**config.mk**
```make
export PLATFORM = sky130hd
export DESIGN_NAME = fifo_uart_tx
export DESIGN_NICKNAME = d
export VERILOG_FILES = /design/src/rtl/uart_pkg.sv /design/src/rtl/baud_gen.sv /design/src/rtl/fifo_uart_tx.sv
export SDC_FILE = /design/constraint.sdc
export NUM_CORES = 1
export LEC_CHECK = 0
export ABC_AREA = 1
export BUFFER_PORTS_ARGS = -buffer_cell sky130_fd_sc_hd__buf_4
export CAP_MARGIN = 20
export CORE_ASPECT_RATIO = 1.4
export CORE_MARGIN = 2
export CORE_UTILIZATION = 45
export CTS_CLUSTER_DIAMETER = 40
export DETAILED_ROUTE_END_ITERATION = 10
export GPL_ROUTABILITY_DRIVEN = 0
export PLACE_DENSITY = 0.72
export SYNTH_ARGS = -nofsm -noshare
export SYNTH_HDL_FRONTEND = slang
export SYNTH_SLANG_ARGS = --single-unit
```
**constraint.sdc**
```tcl
create_clock -name clk -period 1.66 [get_ports clk]
set_clock_uncertainty 0.05 [all_clocks]
set_input_delay 0.083 -clock clk [delete_from_list [all_inputs] [get_ports clk]]
set_output_delay 0.083 -clock clk [all_outputs]
set_load 0.005 [all_outputs]
```
**src/rtl/uart_pkg.sv**
```systemverilog
// Shared definitions for the FIFO-fed UART transmitter: FSM states,
// frame geometry and line levels.
package uart_pkg;

    typedef enum logic [2:0] {
        IDLE,
        FETCH,
        LOAD,
        START,
        DATA,
        PARITY,
        STOP
    } state_e;

    localparam int unsigned DATA_BITS = 8;
    localparam logic        LINE_IDLE = 1'b1;
    localparam logic        START_LVL = 1'b0;

endpackage

```
**src/rtl/baud_gen.sv**
```systemverilog
// Bit-period timer: counts clk cycles within one UART bit and pulses
// bit_done on the last cycle of each bit; restart re-aligns to a new bit.
module baud_gen #(
    parameter int unsigned CLKS_PER_BIT = 16
) (
    input  logic clk,
    input  logic reset,
    input  logic restart,
    output logic bit_done
);

    localparam int unsigned   CW   = $clog2(CLKS_PER_BIT);
    localparam logic [CW-1:0] LAST = CW'(CLKS_PER_BIT - 1);

    logic [CW-1:0] cnt_q;
    logic [CW-1:0] cnt_d;

    always_comb begin
        cnt_d = cnt_q + CW'(1);
        if (restart || (cnt_q == LAST)) begin
            cnt_d = '0;
        end
    end

    assign bit_done = (cnt_q == LAST);

    always_ff @(posedge clk or negedge reset) begin
        if (!reset) begin
            cnt_q <= '0;
        end else begin
            cnt_q <= cnt_d;
        end
    end

endmodule

```
**src/rtl/fifo_uart_tx.sv**
```systemverilog
// FIFO read-side consumer: pops one byte per frame and serialises it as
// start bit, 8 data bits LSB first, optional even parity, one stop bit.
module fifo_uart_tx
    import uart_pkg::*;
#(
    parameter int unsigned CLKS_PER_BIT = 16,
    parameter bit          PARITY_EN    = 1'b0
) (
    input  logic       clk,
    input  logic       reset,
    input  logic       tx_en,
    input  logic       EMP,
    output logic       read_req,
    input  logic [7:0] read_data,
    output logic       tx,
    output logic       busy
);

    state_e                 state_q, state_d;
    logic [DATA_BITS-1:0]   shift_q, shift_d;
    logic [2:0]             bit_cnt_q, bit_cnt_d;
    logic                   parity_q, parity_d;
    logic                   tx_q, tx_d;
    logic                   read_req_q, read_req_d;
    logic                   busy_q, busy_d;
    logic                   restart;
    logic                   bit_done;

    // Every state change restarts the bit timer, so each state's first
    // cycle is cycle 0 of its bit period.
    assign restart = (state_d != state_q);

    baud_gen #(
        .CLKS_PER_BIT(CLKS_PER_BIT)
    ) u_baud_gen (
        .clk     (clk),
        .reset   (reset),
        .restart (restart),
        .bit_done(bit_done)
    );

    always_comb begin
        state_d   = state_q;
        shift_d   = shift_q;
        bit_cnt_d = bit_cnt_q;
        parity_d  = parity_q;

        case (state_q)
            IDLE: begin
                if (tx_en && !EMP) begin
                    state_d = FETCH;
                end
            end
            FETCH: state_d = LOAD;
            LOAD: begin
                shift_d  = read_data;
                parity_d = ^read_data;
                state_d  = START;
            end
            START: begin
                if (bit_done) begin
                    state_d = DATA;
                end
            end
            DATA: begin
                if (bit_done) begin
                    bit_cnt_d = bit_cnt_q + 3'd1;
                    if (bit_cnt_q == 3'(DATA_BITS - 1)) begin
                        state_d = PARITY_EN ? PARITY : STOP;
                    end else begin
                        shift_d = {1'b0, shift_q[DATA_BITS-1:1]};
                    end
                end
            end
            PARITY: begin
                if (bit_done) begin
                    state_d = STOP;
                end
            end
            STOP: begin
                if (bit_done) begin
                    state_d = IDLE;
                end
            end
            default: state_d = IDLE;
        endcase

        // Outputs are registered, so they are decoded from the next state.
        read_req_d = (state_d == FETCH);
        busy_d     = (state_d != IDLE);
        case (state_d)
            START:   tx_d = START_LVL;
            DATA:    tx_d = shift_d[0];
            PARITY:  tx_d = parity_d;
            default: tx_d = LINE_IDLE;
        endcase
    end

    always_ff @(posedge clk or negedge reset) begin
        if (!reset) begin
            state_q    <= IDLE;
            shift_q    <= '0;
            bit_cnt_q  <= '0;
            parity_q   <= 1'b0;
            tx_q       <= LINE_IDLE;
            read_req_q <= 1'b0;
            busy_q     <= 1'b0;
        end else begin
            state_q    <= state_d;
            shift_q    <= shift_d;
            bit_cnt_q  <= bit_cnt_d;
            parity_q   <= parity_d;
            tx_q       <= tx_d;
            read_req_q <= read_req_d;
            busy_q     <= busy_d;
        end
    end

    assign read_req = read_req_q;
    assign tx       = tx_q;
    assign busy     = busy_q;

endmodule

```
==> results of run 1 <==
-- cell families (layout without fill, tap and decap cells) --
logic type	after synthesis	after routing	share of synthesized area, %
DFF	22	22	40.8
and+or+nand+nor	117	117	40.0
AOI/OAI and AO/OA	11	11	6.10
xor gates and xnor gates	4	4	2.59
buffers and inverters	26	44	7.76
adders and majority gates	3	3	2.77
-- worst max-delay path, stage by stage, from the launching register on --
cell and delay (ns):
sky130_fd_sc_hd__dfrtp_1 0.42, sky130_fd_sc_hd__ha_2 0.23, sky130_fd_sc_hd__nand3_4 0.16, sky130_fd_sc_hd__nand2_1 0.11, sky130_fd_sc_hd__nand2_1 0.12, sky130_fd_sc_hd__nand3_2 0.11
sky130_fd_sc_hd__nor2_1 0.14, sky130_fd_sc_hd__nand3_1 0.09, sky130_fd_sc_hd__nand3_1 0.08
-- synth_stat cells (all sizes together) --
cell type	n	share of area, %
buf	1	0.83
nor4	1	0.46
or2	1	0.46
inv	25	6.9
nor2	19	6.7
o211ai	6	3.3
o2111ai	1	1.1
o21ai	3	1.1
nand3	18	8.3
xnor2	2	1.3
dfrtp	21	39
dfstp	1	1.9
nand2	77	24
nor3	1	0.37
a21boi	1	0.55
ha	3	2.8
xor2	2	1.3
-- stage by stage --
stage          instance area (sq um)  power [uW]  hold WS (ns)  util, %  cells
2_1_floorplan                   1350         625        -0.263        -    183
6_report                        1570        1050        0.0201     54.5    238
4_1_cts                         1560        1060        0.0172     54.2    238
3_5_place_dp                    1490         679       -0.0615     51.9    233
5_1_grt                         1570        1100        0.0331     54.5    238
3_3_place_gp                    1490         673       -0.0694     51.9    233
-- cell type report --
cell class / instances / area share [%]
timing repair buffer: 15 / 7.34
tap: 37 / 2.95
sequential: 22 / 35.2
inverter: 25 / 5.98
multi-input combinational: 135 / 45.1
clock buffer: 4 / 3.51
-- sequential cells by signal, indices dropped and copies added, names as in the netlist --
signal and flops:
bit_cnt_q 3, tx 1, read_req 1, parity_q 1, state_q 3, u_baud_gen.cnt_q 4
shift_q 8, busy 1
-- worst min path at each step --
stage | depth (start not counted) | endpoint
4_1_cts | 4 | read_req
3_5_place_dp | 1 | u_baud_gen.cnt_q[1]
6_report | 4 | read_req
2_1_floorplan | 0 | bit_cnt_q[0]
3_3_place_gp | 1 | u_baud_gen.cnt_q[1]
5_1_grt | 4 | read_req
-- placed cells by master (no fill, tap or decap), types with 2 or more instances in the layout --
master	instances
sky130_fd_sc_hd__buf_4	14
sky130_fd_sc_hd__clkbuf_8	4
sky130_fd_sc_hd__dfrtp_1	21
sky130_fd_sc_hd__ha_1	2
sky130_fd_sc_hd__inv_1	21
sky130_fd_sc_hd__inv_2	4
sky130_fd_sc_hd__nand2_1	70
sky130_fd_sc_hd__nand2_2	4
sky130_fd_sc_hd__nand2_4	3
sky130_fd_sc_hd__nand3_1	15
sky130_fd_sc_hd__nand3_2	2
sky130_fd_sc_hd__nor2_1	17
sky130_fd_sc_hd__o211ai_1	6
sky130_fd_sc_hd__o21ai_2	2
sky130_fd_sc_hd__xnor2_1	2
sky130_fd_sc_hd__xor2_1	2
-- repair_timing --
action	CTS	global route
endpoints found under the hold margin	22	0
hold buffers	1	0
gates resized for setup	0	3
setup endpoints to repair	0	1
setup buffers	0	0
-- power by group --
group          internal [uW]  switching (uW)
logic                   49.7            62.2
clock network            211             169
registers                550            6.07
total                    811             238
-- metal layers --
layer	vias up	track usage, %
met5	-	0
met4	0	7.77
met3	4	1.29
met2	22	37.3
met1	558	16.9
li1	606	-
==> metrics.txt, run 1 <==
# TYPE chip_impl_metric gauge
chip_impl_info{name="outcome",value="finished clean"} 1
chip_impl_metric{name="report.final.hold_viol_count",unit=""} 0
chip_impl_metric{name="cts.sink_count",unit=""} 22
chip_impl_metric{name="place.detailed.hpwl",unit="um"} 2030
chip_impl_metric{name="setup_viol_count_final",unit=""} 0
chip_impl_metric{name="routed-wl-met3",unit="um"} 60
chip_impl_metric{name="initial_utilization",unit="%"} 47.0
chip_impl_metric{name="via_count",unit=""} 1190
chip_impl_metric{name="tightestPinTransition",unit="ns"} 0.326
chip_impl_info{name="worstSetupStartpointType",value="register"} 1
chip_impl_metric{name="mappedNetlistArea",unit="sq um"} 1350
chip_impl_metric{name="finish.net_count",unit=""} 217
chip_impl_metric{name="multiInputGateArea",unit="sq um"} 707
chip_impl_metric{name="core",unit="sq um"} 2880
chip_impl_metric{name="drcViolationCount",unit=""} 0
chip_impl_metric{name="timing_max_transition_violations_final",unit=""} 0
chip_impl_info{name="cp-endpoint",value="tx"} 1
chip_impl_metric{name="filler_cell_count",unit=""} 278
chip_impl_metric{name="avgRoutedWirePerCell",unit="um"} 11.0
chip_impl_metric{name="met2_length",unit="um"} 1480
chip_impl_metric{name="total_clock_buffers_created_by_cts",unit=""} 3
chip_impl_metric{name="placement_row_count",unit=""} 23
chip_impl_metric{name="overall_overflow_remaining_after_global_route",unit=""} 0
chip_impl_metric{name="area_growth_syn_to_layout",unit="%"} 15.9
chip_impl_metric{name="die_x",unit="um"} 50.4
chip_impl_info{name="rsz0062_at_grt",value="false"} 1
chip_impl_metric{name="drt_first_iter_violations",unit=""} 42
chip_impl_metric{name="antenna_cells",unit=""} 0
chip_impl_metric{name="ys_types",unit=""} 25
chip_impl_metric{name="synth_nets",unit=""} 198
chip_impl_metric{name="firstDrtPassIters",unit=""} 4
chip_impl_metric{name="pin_count_of_the_biggest_net_entering_global_routing",unit=""} 23
chip_impl_metric{name="cts_max_level",unit=""} 1
chip_impl_metric{name="timing.fmax",unit="MHz"} 639
chip_impl_metric{name="met1Wirelength",unit="um"} 1030
chip_impl_metric{name="timing.final.ws_setup",unit="ns"} 0.0959
chip_impl_metric{name="slew_headroom",unit="%"} 78.3
chip_impl_metric{name="wirelength",unit="um"} 2620
chip_impl_info{name="reg2reg_to",value="tx"} 1
chip_impl_metric{name="power.ir.vdd_worst",unit="mV"} 0.396
chip_impl_metric{name="cts.clk_slew.worst_paths",unit="ns"} 0.08
chip_impl_info{name="timing_startpoint_of_the_critical_path",value="u_baud_gen.cnt_q[0]"} 1
chip_impl_metric{name="yosys_warnings",unit=""} 0
chip_impl_metric{name="post_synth_inst_count",unit=""} 183
chip_impl_metric{name="regArea",unit="sq um"} 552
chip_impl_metric{name="synth.avg_cell_area",unit="sq um"} 7.40
chip_impl_metric{name="placement.io_buffers",unit=""} 14
chip_impl_metric{name="die-area",unit="sq um"} 3470
chip_impl_metric{name="wire_length_of_the_first_global_routing_pass",unit="um"} 4750
chip_impl_metric{name="grt_pass1_vias",unit=""} 1214
chip_impl_metric{name="r2r_slack",unit="ns"} 0.1
chip_impl_info{name="cts_tree",value="built"} 1
chip_impl_info{name="cts_root_buffer",value="sky130_fd_sc_hd__clkbuf_8"} 1
chip_impl_metric{name="grt_antenna_before_repair",unit=""} 0
chip_impl_metric{name="die_h",unit="um"} 68.9
chip_impl_info{name="timing_worst_setup_path_type",value="register to register"} 1
chip_impl_metric{name="drv_cap",unit=""} 0
chip_impl_metric{name="worst_r2r_path_depth",unit=""} 8
chip_impl_metric{name="synth_seq_cells",unit=""} 22
chip_impl_metric{name="crit_path_max_fo",unit=""} 8
chip_impl_metric{name="ant_nets",unit=""} 0
chip_impl_metric{name="worstSkewPairLatency",unit="ns"} 0.26
chip_impl_info{name="launch_instance_of_the_worst_register_to_register_path",value="u_baud_gen.cnt_q[0]"} 1
chip_impl_metric{name="fin_crit_sh",unit="%"} 94.2
chip_impl_metric{name="ioPinCount",unit=""} 15
chip_impl_metric{name="cp_data_arrival_time",unit="ns"} 1.72
chip_impl_info{name="crit_end_category",value="register"} 1
chip_impl_info{name="dr.max_layer_used",value="met4"} 1
chip_impl_info{name="hold_path.class",value="input port to register"} 1
chip_impl_metric{name="power_density",unit="nW/um^2"} 668
chip_impl_metric{name="ys_seq_area_share",unit="%"} 40.8
chip_impl_metric{name="final_critical_path_required_period",unit="ns"} 1.56
chip_impl_metric{name="drive_above_1_share",unit="%"} 19.9
chip_impl_metric{name="vias_per_cell",unit=""} 5.00
chip_impl_metric{name="setup-tns-final",unit="ns"} 0
chip_impl_metric{name="cellLeakagePower",unit="uW"} 0.000862
chip_impl_metric{name="grt_total_usage",unit="%"} 17.6
chip_impl_info{name="hold_path_startpoint",value="EMP"} 1
chip_impl_metric{name="required",unit="ns"} 1.81
chip_impl_metric{name="pre_cts_slack",unit="ns"} 0.0914
chip_impl_metric{name="cts_buffer_depth",unit=""} 2
(Power assumes the default switching activity.)
==> inputs of run 2 (changes only) <==
CAP_MARGIN = 10   (was 20)
PLACE_DENSITY = 0.67   (was 0.72)
clock period = 1.6 ns   (was 1.66 ns; I/O delays follow)
==> metrics.txt, run 2 (synthesized netlist as in run 1, its figures left out) <==
# TYPE chip_impl_metric gauge
chip_impl_metric{name="tightestPinTransition",unit="ns"} 0.331
chip_impl_metric{name="seq_power_share",unit="%"} 55.8
chip_impl_metric{name="slew_headroom",unit="%"} 77.9
chip_impl_metric{name="switching_share",unit="%"} 22.7
chip_impl_metric{name="placement.io_buffers",unit=""} 14
chip_impl_metric{name="drt_first_iter_violations",unit=""} 10
chip_impl_metric{name="pin_count_of_the_biggest_net_entering_global_routing",unit=""} 23
chip_impl_metric{name="initial_utilization",unit="%"} 47.0
chip_impl_info{name="regMostFlops",value="shift_q"} 1
chip_impl_metric{name="grt_pass1_vias",unit=""} 1091
chip_impl_metric{name="global_route.usage.met1",unit="%"} 16.6
chip_impl_metric{name="filler_cell_count",unit=""} 285
chip_impl_metric{name="drive_above_1_share",unit="%"} 22.7
chip_impl_metric{name="power_report.internal_total",unit="uW"} 800
chip_impl_metric{name="setup_viol_count_final",unit=""} 0
chip_impl_metric{name="fin_crit_sh",unit="%"} 94.9
chip_impl_metric{name="drv_cap",unit=""} 0
chip_impl_metric{name="area_growth_syn_to_layout",unit="%"} 17.6
chip_impl_metric{name="grtUsageMet3",unit="%"} 1.29
chip_impl_metric{name="wirelength",unit="um"} 2490
chip_impl_metric{name="multiInputGateArea",unit="sq um"} 724
chip_impl_metric{name="timing.fmax",unit="MHz"} 659
chip_impl_info{name="crit_slowest_cell",value="sky130_fd_sc_hd__dfrtp_1"} 1
chip_impl_metric{name="avgRoutedWirePerCell",unit="um"} 10.4
chip_impl_info{name="hold_path.class",value="input port to register"} 1
chip_impl_metric{name="drcViolationCount",unit=""} 0
chip_impl_metric{name="regArea",unit="sq um"} 552
chip_impl_metric{name="groute.layer.met2.usage",unit="%"} 32.1
chip_impl_metric{name="cp_data_arrival_time",unit="ns"} 1.67
chip_impl_info{name="top_regs",value="shift_q x8, u_baud_gen.cnt_q x4"} 1
chip_impl_info{name="most_frequent_cells_in_the_layout",value="sky130_fd_sc_hd__nand2_1 (69), sky130_fd_sc_hd__inv_1 (21), sky130_fd_sc_hd__dfrtp_1 (21)"} 1
chip_impl_metric{name="setup-tns-final",unit="ns"} 0
chip_impl_metric{name="worst_path_largest_cell_delay",unit="ns"} 0.40
chip_impl_metric{name="die_h",unit="um"} 68.9
chip_impl_metric{name="final_cells",unit=""} 240
chip_impl_metric{name="largest_reg_flops",unit=""} 8
chip_impl_metric{name="cellLeakagePower",unit="uW"} 0.000864
chip_impl_metric{name="required",unit="ns"} 1.75
chip_impl_metric{name="wire_length_of_the_first_global_routing_pass",unit="um"} 4280
chip_impl_info{name="crit_end_category",value="register"} 1
chip_impl_metric{name="cts_max_level",unit=""} 1
chip_impl_metric{name="worstSkewPairLatency",unit="ns"} 0.26
chip_impl_metric{name="antenna_cells",unit=""} 0
chip_impl_info{name="outcome",value="finished clean"} 1
chip_impl_metric{name="via_count",unit=""} 1176
chip_impl_info{name="rsz0062_at_grt",value="false"} 1
chip_impl_metric{name="overall_overflow_remaining_after_global_route",unit=""} 0
chip_impl_metric{name="die-area",unit="sq um"} 3470
chip_impl_info{name="cp_top_family",value="simple AND/OR/NAND/NOR gates"} 1
chip_impl_metric{name="report.final.hold_viol_count",unit=""} 0
chip_impl_info{name="timing_worst_setup_path_type",value="register to register"} 1
chip_impl_info{name="cts_root_buffer",value="sky130_fd_sc_hd__clkbuf_8"} 1
chip_impl_metric{name="cts.sink_count",unit=""} 22
chip_impl_metric{name="ioPinCount",unit=""} 15
chip_impl_info{name="grt.busiest_layer",value="met2"} 1
chip_impl_info{name="critical_path.most_common_cell",value="sky130_fd_sc_hd__nand3_1"} 1
chip_impl_metric{name="finish.net_count",unit=""} 219
chip_impl_info{name="worstSetupStartpointType",value="register"} 1
chip_impl_metric{name="timing_max_transition_violations_final",unit=""} 0
chip_impl_metric{name="dpl.cell_count",unit=""} 233
chip_impl_metric{name="place.detailed.hpwl",unit="um"} 1990
chip_impl_metric{name="total_clock_buffers_created_by_cts",unit=""} 3
chip_impl_metric{name="grt_total_usage",unit="%"} 16.3
chip_impl_info{name="cts_tree",value="built"} 1
chip_impl_metric{name="grt_antenna_before_repair",unit=""} 0
chip_impl_info{name="path_cells",value="ha_2 > nand3_4 > nand2_1 > nand2_2 > nand3_2 > nor2_1 > nand3_1 > nand3_1"} 1
chip_impl_metric{name="cts.clk_slew.worst_paths",unit="ns"} 0.08
chip_impl_metric{name="core",unit="sq um"} 2880
chip_impl_metric{name="cts_buffer_depth",unit=""} 2
chip_impl_metric{name="ant_nets",unit=""} 0
chip_impl_metric{name="placement_row_count",unit=""} 23
chip_impl_metric{name="switchingPower",unit="uW"} 235
chip_impl_metric{name="power.ir.vdd_worst",unit="mV"} 0.301
chip_impl_metric{name="die_x",unit="um"} 50.4
chip_impl_metric{name="power_density",unit="nW/um^2"} 650
chip_impl_metric{name="crit_path_max_fo",unit=""} 8
chip_impl_metric{name="clockPowerShare",unit="%"} 33.0
chip_impl_metric{name="comb_power_share",unit="%"} 11.2
chip_impl_metric{name="vias_per_cell",unit=""} 4.90
chip_impl_metric{name="firstDrtPassIters",unit=""} 4
chip_impl_metric{name="final_critical_path_required_period",unit="ns"} 1.52
chip_impl_metric{name="critical_path_buf_inv_count",unit=""} 0
chip_impl_info{name="layout.cells.most_common",value="sky130_fd_sc_hd__nand2_1"} 1
-- run 2: changes by cell type in the layout (fill, tap and decap cells not counted), sizes merged --
cell | before | now
buf | 14 | 16
-- run 2: path summary, 6_finish.rpt --
check / endpoint / slack, ns / from / cells after the start
setup / recovery: tx / 0.08 / u_baud_gen.cnt_q[0] / 8
hold / removal: read_req / 0.03 / EMP / 4
setup reg to reg: tx / 0.08 / u_baud_gen.cnt_q[0] / 8
hold reg to reg: bit_cnt_q[0] / 0.43 / bit_cnt_q[0] / 1
max in group asynchronous: tx / 1.03 / reset / 2
min in group asynchronous: u_baud_gen.cnt_q[1] / 0.19 / reset / 2
-- run 2: cell type report --
cell class | count | share of cell area, %
multi-input combinational | 135 | 45.5
sequential | 22 | 34.7
timing repair buffer | 17 | 8.18
inverter | 25 | 5.90
tap | 37 | 2.91
clock buffer | 4 | 2.83
-- run 2: layer usage --
layer / up-vias / share of wire, %
met5: - / 0
met4: 0 / 2.5
met3: 5 / 2.9
met2: 23 / 55
met1: 535 / 39
li1: 613 / -
-- run 2: timing repair --
action                     CTS  global route
hold buffers                 1             0
setup endpoints to repair    0             6
gates resized for setup      0             8
setup buffers                0             2
hold endpoints to repair    22             0
-- run 2: power by group through the flow --
stage	sequential [uW]	combinational, uW	clock, uW
after floorplan	586	62.9	0
after global placement	587	112	0
after detailed placement	587	116	0
after CTS	577	119	358
after global routing	578	134	387
final	577	116	342
-- run 2: metrics by stage --
step | area, sq um | utilization, % | hold WS [ns] | power, uW | setup slack [ns]
6_report | 1590 | 55.3 | 0.0259 | 1030 | 0.0822
5_1_grt | 1590 | 55.3 | 0.0441 | 1100 | 0.00345
4_1_cts | 1550 | 53.8 | 0.0231 | 1050 | 0.00400
3_5_place_dp | 1490 | 51.9 | -0.0697 | 704 | 0.0299
3_3_place_gp | 1490 | 51.9 | -0.0708 | 699 | 0.0828
2_1_floorplan | 1350 | - | -0.266 | 649 | 0.141
-- run 2: tightest hold or removal path: stages --
cell and delay [ns]:
sky130_fd_sc_hd__buf_4 0.08, sky130_fd_sc_hd__inv_1 0.03, sky130_fd_sc_hd__nand2_1 0.06, sky130_fd_sc_hd__nor4_1 0.05
==> inputs of run 3 (changes only) <==
ABC_AREA = unset   (was 1)
PLACE_DENSITY = 0.68   (was 0.67)
SETUP_SLACK_MARGIN = 0.1   (was unset)
==> metrics.txt, run 3 <==
# TYPE chip_impl_metric gauge
chip_impl_info{name="cts_root_buffer",value="sky130_fd_sc_hd__clkbuf_4"} 1
chip_impl_metric{name="yosys_warnings",unit=""} 0
chip_impl_info{name="top_regs",value="shift_q x8, u_baud_gen.cnt_q x4"} 1
chip_impl_metric{name="fin_crit_sh",unit="%"} 123
chip_impl_metric{name="antenna_cells",unit=""} 0
chip_impl_metric{name="wire_length_of_the_first_global_routing_pass",unit="um"} 4060
chip_impl_metric{name="die_h",unit="um"} 62.7
chip_impl_info{name="rsz0062_at_grt",value="true"} 1
chip_impl_metric{name="timing.fmax",unit="MHz"} 507
chip_impl_info{name="cell_type_with_the_largest_total_area_after_synthesis",value="sky130_fd_sc_hd__dfrtp_1"} 1
chip_impl_info{name="cp_top_family",value="simple AND/OR/NAND/NOR gates"} 1
chip_impl_metric{name="grt_antenna_before_repair",unit=""} 0
chip_impl_metric{name="drcViolationCount",unit=""} 0
chip_impl_metric{name="place.detailed.hpwl",unit="um"} 1640
chip_impl_info{name="outcome",value="complete, but fails checks"} 1
chip_impl_metric{name="largest_reg_flops",unit=""} 8
chip_impl_metric{name="r2r_slack",unit="ns"} -0.37
chip_impl_metric{name="post_synth_inst_count",unit=""} 105
chip_impl_info{name="crit_end_category",value="register"} 1
chip_impl_metric{name="synth_seq_cells",unit=""} 22
chip_impl_metric{name="drive_above_1_share",unit="%"} 42.4
chip_impl_info{name="launch_instance_of_the_worst_register_to_register_path",value="u_baud_gen.cnt_q[0]"} 1
chip_impl_metric{name="power.ir.vdd_worst",unit="mV"} 0.492
chip_impl_metric{name="drv_cap",unit=""} 0
chip_impl_metric{name="finish.net_count",unit=""} 167
chip_impl_info{name="cts_tree",value="built"} 1
chip_impl_info{name="timing_worst_setup_path_type",value="register to register"} 1
chip_impl_metric{name="grt_total_usage",unit="%"} 19.2
chip_impl_info{name="layout.cells.most_common",value="sky130_fd_sc_hd__buf_4"} 1
chip_impl_info{name="reg2reg_to",value="tx"} 1
chip_impl_info{name="hold_path_startpoint",value="EMP"} 1
chip_impl_metric{name="final_critical_path_required_period",unit="ns"} 1.97
chip_impl_metric{name="timing.final.ws_setup",unit="ns"} -0.372
chip_impl_metric{name="via_count",unit=""} 962
chip_impl_metric{name="power_density",unit="nW/um^2"} 616
chip_impl_metric{name="cts_buffer_depth",unit=""} 2
chip_impl_metric{name="cts.clk_slew.worst_paths",unit="ns"} 0.12
chip_impl_metric{name="vias_per_cell",unit=""} 5.53
chip_impl_metric{name="core",unit="sq um"} 2360
chip_impl_metric{name="wirelength",unit="um"} 2430
chip_impl_info{name="violations",value="negative setup slack"} 1
chip_impl_metric{name="placement_row_count",unit=""} 21
chip_impl_metric{name="report.final.hold_viol_count",unit=""} 0
chip_impl_metric{name="slew_headroom",unit="%"} 81.4
chip_impl_metric{name="die-area",unit="sq um"} 2880
chip_impl_info{name="yosys-top-cells-area",value="sky130_fd_sc_hd__dfrtp_1 (47%), sky130_fd_sc_hd__xnor2_1 (7.1%), sky130_fd_sc_hd__nand2_1 (4.7%)"} 1
chip_impl_metric{name="ioPinCount",unit=""} 15
chip_impl_info{name="most_frequent_cells_in_the_layout",value="sky130_fd_sc_hd__buf_4 (38), sky130_fd_sc_hd__dfrtp_1 (21), sky130_fd_sc_hd__nand2_1 (14)"} 1
chip_impl_info{name="synthMostInstantiatedCell",value="sky130_fd_sc_hd__dfrtp_1"} 1
chip_impl_metric{name="tightestPinTransition",unit="ns"} 0.279
chip_impl_metric{name="initial_utilization",unit="%"} 46.8
chip_impl_metric{name="required",unit="ns"} 1.80
chip_impl_metric{name="synth_nets",unit=""} 120
chip_impl_metric{name="timing_max_transition_violations_final",unit=""} 0
chip_impl_metric{name="setup_viol_count_final",unit=""} 3
chip_impl_metric{name="dpl.cell_count",unit=""} 157
chip_impl_metric{name="pin_count_of_the_biggest_net_entering_global_routing",unit=""} 23
chip_impl_metric{name="cts_max_level",unit=""} 1
chip_impl_metric{name="grt_pass1_vias",unit=""} 960
chip_impl_metric{name="finalCoreUtilization",unit="%"} 66.1
chip_impl_metric{name="worst_r2r_path_depth",unit=""} 6
chip_impl_metric{name="pre_cts_slack",unit="ns"} -0.393
chip_impl_info{name="min_delay_worst_endpoint",value="read_req"} 1
chip_impl_info{name="path_cells",value="ha_2 > and3_4 > and4_4 > a221o_1 > or4_1 > and3_1"} 1
chip_impl_metric{name="worst_path_largest_cell_delay",unit="ns"} 0.41
chip_impl_metric{name="cellLeakagePower",unit="uW"} 0.000710
chip_impl_info{name="ys_dominant_reg_cell",value="sky130_fd_sc_hd__dfrtp_1"} 1
chip_impl_metric{name="worstSkewPairLatency",unit="ns"} 0.31
chip_impl_metric{name="synth-async-reset-ratio",unit="%"} 100
chip_impl_metric{name="avgRoutedWirePerCell",unit="um"} 14.0
chip_impl_metric{name="placement.io_buffers",unit=""} 14
chip_impl_metric{name="synth-edff-count",unit=""} 0
chip_impl_metric{name="critical_path_buf_inv_count",unit=""} 0
chip_impl_metric{name="crit_path_max_fo",unit=""} 6
chip_impl_metric{name="area_growth_syn_to_layout",unit="%"} 41.1
chip_impl_metric{name="final_cells",unit=""} 174
chip_impl_info{name="crit_slowest_cell",value="sky130_fd_sc_hd__or4_1"} 1
chip_impl_metric{name="cts.sink_count",unit=""} 22
chip_impl_metric{name="area_share_of_the_largest_cell_type_after_synthesis",unit="%"} 47.5
chip_impl_metric{name="firstDrtPassIters",unit=""} 4
chip_impl_info{name="hold_path.class",value="input port to register"} 1
chip_impl_metric{name="total_clock_buffers_created_by_cts",unit=""} 3
chip_impl_info{name="regMostFlops",value="shift_q"} 1
chip_impl_metric{name="post_route_hold_slack",unit="ns"} 0.0146
chip_impl_metric{name="ys_types",unit=""} 32
chip_impl_metric{name="ys_seq_area_share",unit="%"} 49.8
chip_impl_metric{name="ant_nets",unit=""} 0
chip_impl_metric{name="overall_overflow_remaining_after_global_route",unit=""} 0
chip_impl_metric{name="cp_data_arrival_time",unit="ns"} 2.17
chip_impl_info{name="yosys-top-cells-count",value="sky130_fd_sc_hd__dfrtp_1 (21), sky130_fd_sc_hd__nand2_1 (14), sky130_fd_sc_hd__xnor2_1 (9), sky130_fd_sc_hd__nand3_1 (7)"} 1
chip_impl_metric{name="drt_first_iter_violations",unit=""} 17
chip_impl_metric{name="mappedNetlistArea",unit="sq um"} 1110
chip_impl_metric{name="worst_hold_path.num_cells",unit=""} 3
chip_impl_metric{name="synth.avg_cell_area",unit="sq um"} 10.5
chip_impl_metric{name="die_x",unit="um"} 45.9
chip_impl_info{name="worstSetupStartpointType",value="register"} 1
[run 3: cell types whose count changed after synthesis, sizes merged, moves of 6 or more]
cell and delta:
nand2 -63, inv -20, nor2 -13, nand3 -11, xnor2 +7, a22oi +6
[run 3: how the worst max path moves through the flow]
stage / start / depth (start not counted) / endpoint
global placement: bit_cnt_q[0] / 7 / tx
detailed placement: bit_cnt_q[0] / 7 / tx
CTS: u_baud_gen.cnt_q[0] / 6 / tx
finish: u_baud_gen.cnt_q[0] / 6 / tx
global route: u_baud_gen.cnt_q[0] / 6 / tx
floorplan: u_baud_gen.cnt_q[0] / 8 / tx
[run 3: stage by stage]
step / TNS [ns] / area (sq um) / total power [uW]
floorplan: -0.546 / 1110 / 645
global placement: -0.481 / 1350 / 688
detailed placement: -0.587 / 1350 / 691
CTS: -0.582 / 1500 / 967
global route: -0.884 / 1560 / 1010
finish: -0.562 / 1560 / 963
[run 3: power breakdown]
part,switching [uW],internal [uW]
Clock,164,97.4
Sequential,9.24,577
Combinational,48.6,66.5
[run 3: timing repair]
item                                   in CTS  in global routing
resized for setup                           7                  8
hold buffers                                8                  0
endpoints found under the hold margin      29                  0
setup endpoints to repair                   8                 19
buffers inserted                            2                  4
pin swaps                                   3                  1
[run 3: per-layer routing]
layer / share of wire, % / GRT usage (%) / vias up
met5: 0 / 0 / -
met3: 2.2 / 1.73 / 7
met2: 57 / 33.3 / 22
met1: 38 / 22.2 / 475
li1: - / - / 458
met4: 2.3 / 9.29 / 0
[run 3: cell families after synthesis]
kind of cell	count (synthesis)	synth area share, %
compound gates	18	12.3
xor+xnor	10	7.91
fa+ha+maj	3	3.39
buf+inv	9	5.08
flops	22	49.8
mux	3	3.05
simple gates	40	18.4
[run 3: worst min-delay path, cell delays in order]
cell,delay [ns]
sky130_fd_sc_hd__buf_4,0.07
sky130_fd_sc_hd__nor2b_1,0.06
sky130_fd_sc_hd__nor4b_1,0.14
[run 3: layout make-up]
class | instances | area, sq um
timing repair buffer | 46 | 365
inverter | 5 | 18.8
clock buffer | 4 | 26.3
multi-input combinational | 74 | 572
fill | 196 | 802
sequential | 22 | 552
tap | 23 | 28.8
